## config.mk

```make
export PLATFORM = sky130hd
export DESIGN_NAME = write_ptr_ctrl
export DESIGN_NICKNAME = d
export VERILOG_FILES = /design/src/rtl/write_ptr_ctrl.sv
export SDC_FILE = /design/constraint.sdc
export NUM_CORES = 1
export LEC_CHECK = 0
export BUFFER_PORTS_ARGS = -buffer_cell sky130_fd_sc_hd__buf_2
export CORE_ASPECT_RATIO = 1.4
export CORE_MARGIN = 3
export CORE_UTILIZATION = 38
export CTS_CLUSTER_DIAMETER = 60
export CTS_CLUSTER_SIZE = 20
export DETAILED_ROUTE_END_ITERATION = 10
export MAX_ROUTING_LAYER = met4
export PLACE_DENSITY = 0.67
export SYNTH_ARGS = -nofsm -noshare
export SYNTH_HDL_FRONTEND = slang
export SYNTH_SLANG_ARGS = --single-unit
```

## constraint.sdc

```tcl
create_clock -name w_clk -period 5.3 [get_ports w_clk]
set_input_delay 1.325 -clock w_clk [delete_from_list [all_inputs] [get_ports w_clk]]
set_output_delay 1.325 -clock w_clk [all_outputs]
set_load 0.03 [all_outputs]
```

## src/rtl/write_ptr_ctrl.sv

```systemverilog
// rtl/write_ptr_ctrl.sv - async FIFO write-side pointer, level and flag control (option: WRITE_PTR_OVERFLOW_EN)
module write_ptr_ctrl #(
    parameter int WIDTH_A     = 8,
    parameter int SYNC_STAGES = 2,
    parameter int AF_THRESH   = (1 << WIDTH_A) - 2
) (
    input  logic               w_clk,
    input  logic               w_rst,
    input  logic               w_req,
    input  logic [WIDTH_A:0]   r_gaddr,
    output logic               w_en,
    output logic [WIDTH_A-1:0] w_ram_addr,
    output logic [WIDTH_A:0]   w_addr,
    output logic [WIDTH_A:0]   w_gaddr,
    output logic               w_full,
    output logic               w_almost_full,
    output logic [WIDTH_A:0]   w_level,
    output logic               w_overflow,
    output logic [7:0]         w_drop_cnt
);

    localparam logic [WIDTH_A:0] DEPTH_L = {1'b1, {WIDTH_A{1'b0}}};
    localparam logic [WIDTH_A:0] AF_L    = (WIDTH_A + 1)'(AF_THRESH);

    logic [WIDTH_A:0] r_addr;
    logic [WIDTH_A:0] r_gaddr_q;
    logic [WIDTH_A:0] r_level;
    logic             r_full;
    logic             r_almost_full;
    logic [WIDTH_A:0] r_sync [SYNC_STAGES];

    logic [WIDTH_A:0] w_addr_nxt;
    logic [WIDTH_A:0] w_gaddr_nxt;
    logic [WIDTH_A:0] w_rd_bin;
    logic [WIDTH_A:0] w_level_nxt;
    logic             w_full_nxt;
    logic             w_af_nxt;

    function automatic logic [WIDTH_A:0] gray2bin(input logic [WIDTH_A:0] g);
        logic [WIDTH_A:0] b;
        for (int i = 0; i <= WIDTH_A; i++) begin
            b[i] = ^(g >> i);
        end
        return b;
    endfunction

    // Reset gates the RAM write so a request in a reset cycle never lands.
    assign w_en        = w_req & ~r_full & ~w_rst;
    assign w_addr_nxt  = r_addr + {{WIDTH_A{1'b0}}, w_en};
    assign w_gaddr_nxt = w_addr_nxt ^ (w_addr_nxt >> 1);
    assign w_rd_bin    = gray2bin(r_sync[SYNC_STAGES-1]);

    // Level is computed from the next write pointer so flags land on the same edge as the pointer.
    assign w_level_nxt = w_addr_nxt - w_rd_bin;
    assign w_full_nxt  = (w_level_nxt == DEPTH_L);
    assign w_af_nxt    = (w_level_nxt >= AF_L);

    // Read-pointer synchronizer chain; only single-bit Gray changes cross into this domain.
    always_ff @(posedge w_clk) begin
        if (w_rst) begin
            for (int i = 0; i < SYNC_STAGES; i++) begin
                r_sync[i] <= '0;
            end
        end else begin
            r_sync[0] <= r_gaddr;
            for (int i = 1; i < SYNC_STAGES; i++) begin
                r_sync[i] <= r_sync[i-1];
            end
        end
    end

    // Write pointer, its Gray image and the occupancy flags all advance together.
    always_ff @(posedge w_clk) begin
        if (w_rst) begin
            r_addr        <= '0;
            r_gaddr_q     <= '0;
            r_level       <= '0;
            r_full        <= 1'b0;
            r_almost_full <= 1'b0;
        end else begin
            r_addr        <= w_addr_nxt;
            r_gaddr_q     <= w_gaddr_nxt;
            r_level       <= w_level_nxt;
            r_full        <= w_full_nxt;
            r_almost_full <= w_af_nxt;
        end
    end

    assign w_addr        = r_addr;
    assign w_gaddr       = r_gaddr_q;
    assign w_ram_addr    = r_addr[WIDTH_A-1:0];
    assign w_level       = r_level;
    assign w_full        = r_full;
    assign w_almost_full = r_almost_full;

`ifdef WRITE_PTR_OVERFLOW_EN
    logic       r_overflow;
    logic [7:0] r_drop_cnt;

    // Sticky overflow and saturating count of requests rejected while full.
    always_ff @(posedge w_clk) begin
        if (w_rst) begin
            r_overflow <= 1'b0;
            r_drop_cnt <= 8'd0;
        end else if (w_req && r_full) begin
            r_overflow <= 1'b1;
            if (r_drop_cnt != 8'hFF) begin
                r_drop_cnt <= r_drop_cnt + 8'd1;
            end
        end
    end

    assign w_overflow = r_overflow;
    assign w_drop_cnt = r_drop_cnt;
`else
    assign w_overflow = 1'b0;
    assign w_drop_cnt = 8'd0;
`endif

endmodule

```

=== Word level (Yosys, flattened, before mapping) ===
Memory sizes are Yosys's and may differ from the RTL's.
Index checks and enable logic that the tools add are counted.

* Register bits: 29
* Bits in writable memories: 18
* Output and inout bits: 47
* Word-level logic and storage cells: 31
* Memories kept: 1

* $add $sub $neg: 2
* Magnitude comparators: 1
* Equal/unequal tests: 1
* Multiplexer cells: 5
* Bitwise operators: 7
* Reduce and logical (&&, ||, !) cells: 9

{| class="wikitable"
|+ Memories
! name !! words !! bits a word !! read ports !! clocked after Yosys merged registers in !! wr ports !! line !! source
|-
| r_sync || 2 || 9 || 2 || 0 || 2 || 30 || <nowiki>logic [WIDTH_A:0] r_sync [SYNC_STAGES];</nowiki>
|}

{| class="wikitable"
|+ Operators with widths
! cell !! number
|-
| parity 9 bit || 9
|-
| two-way mux 9 bit || 2
|-
| adder 9 x 1 -> 9 bit || 1
|-
| == test 9 bit, second input constant || 1
|-
| >= comparator 9 x 8 -> 1 bit, second input constant || 1
|-
| subtractor 9 bit || 1
|-
| XOR 9 x 8 -> 9 bit || 1
|-
| two-way mux 1 bit || 3
|-
| bitwise AND 1 bit || 2
|-
| inverter 1 bit || 2
|-
| bitwise OR 1 bit || 2
|}

=== Longest topological paths before layout ===
* Depth after elaboration: 6
* Mapped depth: 15

=== Worst setup path after synthesis ===
OpenSTA, ideal clock, no wires.

* Path kind: input -> register
* From: input port w_rst
* To: register r_almost_full, in the netlist w_almost_full
* Setup time: 0.084 ns
* Arrival: 5.282 ns
* Data required time: 5.216 ns
* Setup slack: -0.067 ns
* Stages on the path: 15
* Path buffers: 2
* Path through: clkbuf_1 clkbuf_1 nor3b_1 ha_1 nand3_1 xor2_4 inv_1 ha_1 a21oi_1 nand2b_1 a21oi_1 nor3_1 a211oi_2 or4_1 o31ai_2

* Longest elaborated chain between the ends: 5

{| class="wikitable"
|+ RTL lines
! what !! line !! source
|-
| start: declaration || 8 || <nowiki>input logic w_rst,</nowiki>
|-
| inverter 1 bit || 48 || <nowiki>assign w_en = w_req & ~r_full & ~w_rst;</nowiki>
|-
| bitwise AND 1 bit || 48 ||
|-
| named net w_en || 11 || <nowiki>output logic w_en,</nowiki>
|-
| adder 9 x 1 -> 9 bit || 49 || <nowiki>assign w_addr_nxt = r_addr + {{WIDTH_A{1'b0}}, w_en};</nowiki>
|-
| named net w_addr_nxt[3] || 32 || <nowiki>logic [WIDTH_A:0] w_addr_nxt;</nowiki>
|-
| subtractor 9 bit || 54 || <nowiki>assign w_level_nxt = w_addr_nxt - w_rd_bin;</nowiki>
|-
| >= comparator 9 x 8 -> 1 bit || 56 || <nowiki>assign w_af_nxt = (w_level_nxt >= AF_L);</nowiki>
|-
| end signal: assignment || 85 || <nowiki>r_almost_full <= w_af_nxt;</nowiki>
|-
| end: declaration || 29 || <nowiki>logic r_almost_full;</nowiki>
|}

The timed path passes the listed nets, and every way through them passes these cells.
A chain may end at the register's enable or synchronous reset.

=== Final worst setup path ===
* From: input port w_rst
* To: register r_almost_full, in the netlist w_almost_full

* Longest elaborated chain between the ends: 5

{| class="wikitable"
|+ RTL lines
! what !! line
|-
| inverter 1 bit || 48
|-
| bitwise AND 1 bit || 48
|-
| adder 9 x 1 -> 9 bit || 49
|-
| named net w_addr_nxt[3] || 32
|-
| subtractor 9 bit || 54
|-
| >= comparator 9 x 8 -> 1 bit || 56
|}

The timed path passes the listed nets, and every way through them passes these cells.

==> impl_metrics.py <==
metrics = {
    "sta": {
        "max_freq_ghz": 0.2235,
        "final.min_clock_period_ns": 4.474,
        "worstMarginPinSlew_ns": 0.6534,
        "total_neg_setup_slack_ns": 0,
        "setup_viol": 0,
        "final.setup_skew_ns": 0.003178,
        "finalHoldViolCount": 0,
        "slew_headroom_pct": 56.13,
        "rsz0062_at_grt": "no",
        "pins_over_their_slew_limit": 0,
        "layout_worst_path_cycle_share_pct": 84.41,
    },
    "synth": {
        "postSynthAreaPerCell_um2": 9.165,
        "synth_area_leader_cell": "dfxtp_1",
        "synth_async_sr_flop_share_pct": 0,
        "ys_seq_area_share_pct": 40.35,
        "ys_warn_count": 0,
        "netlist.area_leader.share_pct": 40.35,
        "synth_compound_gate_area_share_pct": 6.524,
        "synth_cell_types": 40,
        "synth_fa_ha_area_share_pct": 6.360,
        "synth-main-ff-cell": "dfxtp_1",
        "synth-edff-count": 0,
        "synth_seq_cells": 46,
        "post_synth_inst_count": 249,
        "synth_mux_area_share_pct": 0.4386,
        "synth-simple-area-share_pct": 21.49,
        "yosys.area_share.xor_xnor_pct": 15.19,
        "yosys-top-cells-area": "dfxtp_1 (40%), xnor2_1 (8.8%), nor2b_1 (6.0%), buf_4 (5.9%), ha_1 (5.5%)",
        "synth_top_family_by_area": "simple AND/OR/NAND/NOR gates",
        "synth_cell_area_mm2": 0.002282,
    },
    "clock_network": {
        "cts_sinks": 46,
        "cts_htree_levels": 2,
        "clk_latency_ns": 0.30,
        "post_cts_gate_resize_count": 0,
        "setup_fix_bufs_post_cts": 0,
        "cts-buffers-inserted": 5,
        "cts_hold_buf": 0,
        "clk_path_buf_depth": 2,
        "tritoncts": "done",
        "worst_setup_hold_path_clk_slew_ns": 0.08,
        "cts_root_buffer": "clkbuf_8",
    },
    "die": {
        "die_x_um": 71.50,
        "floorplan.initialDensity_pct": 40.43,
        "design.core.area_mm2": 0.005645,
        "die_area_mm2": 0.006985,
        "chip_height_um": 97.70,
        "io_pins": 59,
        "standard_cell_rows": 32,
    },
    "worst_setup_path": {
        "timing_worst_setup_path_type": "in2reg",
        "timing.critical_path.required_ns": 5.52,
        "end_kind": "register",
        "path_max_fanout": 9,
        "critical_path_arrival_ns": 4.70,
        "rrSetupSlack_ns": 1.29,
        "cp-start-kind": "input port",
        "reg2reg_from": "r_sync[0][17]$_SDFF_PP0_",
        "crit_chain": "buf_2 -> nor3b_2 -> ha_1 -> nand3_1 -> xor2_4 -> inv_1 -> ha_1 -> a21oi_1 -> nand2b_1 -> a21oi_1 -> nor3_1 -> a211oi_2 -> or4_1 -> o31ai_2",
        "r2r_end": "w_full$_SDFF_PP0_",
        "cp_num_buf_inv": 2,
        "critical_path.slowest_cell": "or4_1",
        "cp_top_family": "simple AND/OR/NAND/NOR gates",
        "ff2ff_path_depth": 15,
        "critical_path.max_stage_delay_ns": 0.54,
    },
    "worst_hold_path": {
        "worst_min_delay_path_category": "reg2reg",
        "hold_path.startpoint": "r_sync[0][8]$_SDFF_PP0_",
        "hold-path-endpoint": "r_sync[0][17]$_SDFF_PP0_",
        "worst_hold_path_depth": 1,
    },
    "grt": {
        "gr-usage-all-layers_pct": 14.18,
        "first_global_vias": 1566,
        "antenna_violations_before_repair": 0,
        "global_route.overflow_total": 0,
        "wire_length_of_the_first_global_routing_pass_um": 7507,
        "pin_count_of_the_biggest_net_entering_global_routing": 46,
    },
    "cells_and_area": {
        "post_route_cells_drive_above_1_share_pct": 23.55,
        "post-route-util_pct": 46.37,
        "synthToLayoutAreaGrowth_pct": 14.69,
        "antenna_cells_inserted": 0,
        "final_nets": 315,
    },
    "route": {
        "via_count": 1690,
        "drt.antenna.violating_nets": 0,
        "detail_route.first_pass.iterations": 4,
        "remaining_routing_drc_violations": 0,
        "drt_wl_total_um": 4629,
        "detail_route.wl_per_cell_um": 12.82,
        "drt-vias-per-instance": 4.681,
        "drtIter0Drc": 67,
    },
    "outcome": {
        "run_status": "completed",
    },
    "placed_design": {
        "place.gp.congestion": 0.9147,
        "dp_hpwl_um": 3597,
        "placement.io_buffers": 49,
    },
    "power": {
        "power_per_cell_area_mw_per_mm2": 343.7,
        "total_leakage_power_nw": 1.276,
        "max-vdd-ir-drop_v": 0.0001551,
    },
    "job": {
        "drv_cap": 0,
    },
}
==> synthesized netlist by cell type, types with 5 or more instances <==
cell / number
dfxtp_1: 46
nand2b_1: 6
buf_4: 18
clkbuf_1: 5
xor2_1: 7
nor2b_1: 22
inv_1: 14
nor2_1: 33
ha_1: 10
a21oi_1: 9
nand3_1: 6
nand4_1: 6
nand2_1: 8
xnor2_1: 23
==> worst max path at each step <==
| stage | from | end | slack (ns) | cells after the start |
|---|---|---|---|---|
| after floorplan | w_rst | w_almost_full$_SDFF_PP0_ | 0.32 | 15 |
| after global placement | w_rst | w_almost_full$_SDFF_PP0_ | 0.57 | 14 |
| after detailed placement | w_rst | w_almost_full$_SDFF_PP0_ | 0.58 | 14 |
| after CTS | w_rst | w_almost_full$_SDFF_PP0_ | 0.87 | 14 |
| after global routing | w_rst | w_almost_full$_SDFF_PP0_ | 0.60 | 14 |
| final | w_rst | w_almost_full$_SDFF_PP0_ | 0.83 | 14 |
==> power breakdown <==
part	internal (mW)	switching, mW
clock network	0.139	0.117
logic	0.0949	0.169
registers	0.372	0.00733
==> cell families (layout without fill, tap and decap cells) <==
family / after synthesis / count (layout)
muxes: 1 / 1
DFF: 46 / 46
and+or+nand+nor: 94 / 94
other: 1 / 9
adders and majority gates: 11 / 11
AOI/OAI and AO/OA: 23 / 23
xor gates and xnor gates: 34 / 34
buffers and inverters: 39 / 75
==> cell usage in the layout, fill, tap and decap left out, drive strengths merged, types with 2 or more instances in the layout <==
cell    synthesis  final
conb            1      9
o21ai           4      4
buf            18     51
nand2           8      8
xor2            9      9
clkbuf          5      5
ha             10     10
nand2b          6      6
a21o            2      2
nor4            3      3
nand4           6      6
inv            16     16
nor2b          22     22
dfxtp          46     46
nor2           33     33
xnor2          24     24
nor3b           3      3
a211oi          4      4
a21oi           9      9
clkinv          0      2
nor3            3      3
nand3           6      6
==> registers in the layout (all words and copies together) (netlist names) <==
| signal | cells |
|---|---|
| w_gaddr | 8 |
| r_sync | 18 |
| w_almost_full | 1 |
| w_addr | 9 |
| w_level | 9 |
| w_full | 1 |
==> layer usage <==
metal	share of wire [%]	GRT usage [%]
met1	40	15.53
met2	53	25.00
met3	5.4	2.899
met4	1.5	4.776
met5	0	-
==> area by class of cell <==
class	count	area, um^2
clock inverter	3	40.04
tap	68	85.08
fill	578	3028
timing repair buffer	51	260.3
multi-input combinational	172	1180
clock buffer	5	68.82
sequential	46	920.9
inverter	16	62.56
==> stage by stage <==
| step | hold WS [ns] | instances | worst slack [ns] | instance area [um^2] | total power [mW] |
|---|---|---|---|---|---|
| floorplan | 0.4138 | 257 | 0.3232 | 2317 | 0.5932 |
| global placement | 0.4150 | 353 | 0.5698 | 2509 | 0.6494 |
| detailed placement | 0.4266 | 353 | 0.5768 | 2509 | 0.6535 |
| CTS | 0.4472 | 361 | 0.8671 | 2618 | 0.9114 |
| global route | 0.4600 | 361 | 0.6045 | 2618 | 0.9524 |
| finish | 0.4430 | 361 | 0.8260 | 2618 | 0.8996 |
Note: power is estimated with default switching activity, not from simulation.
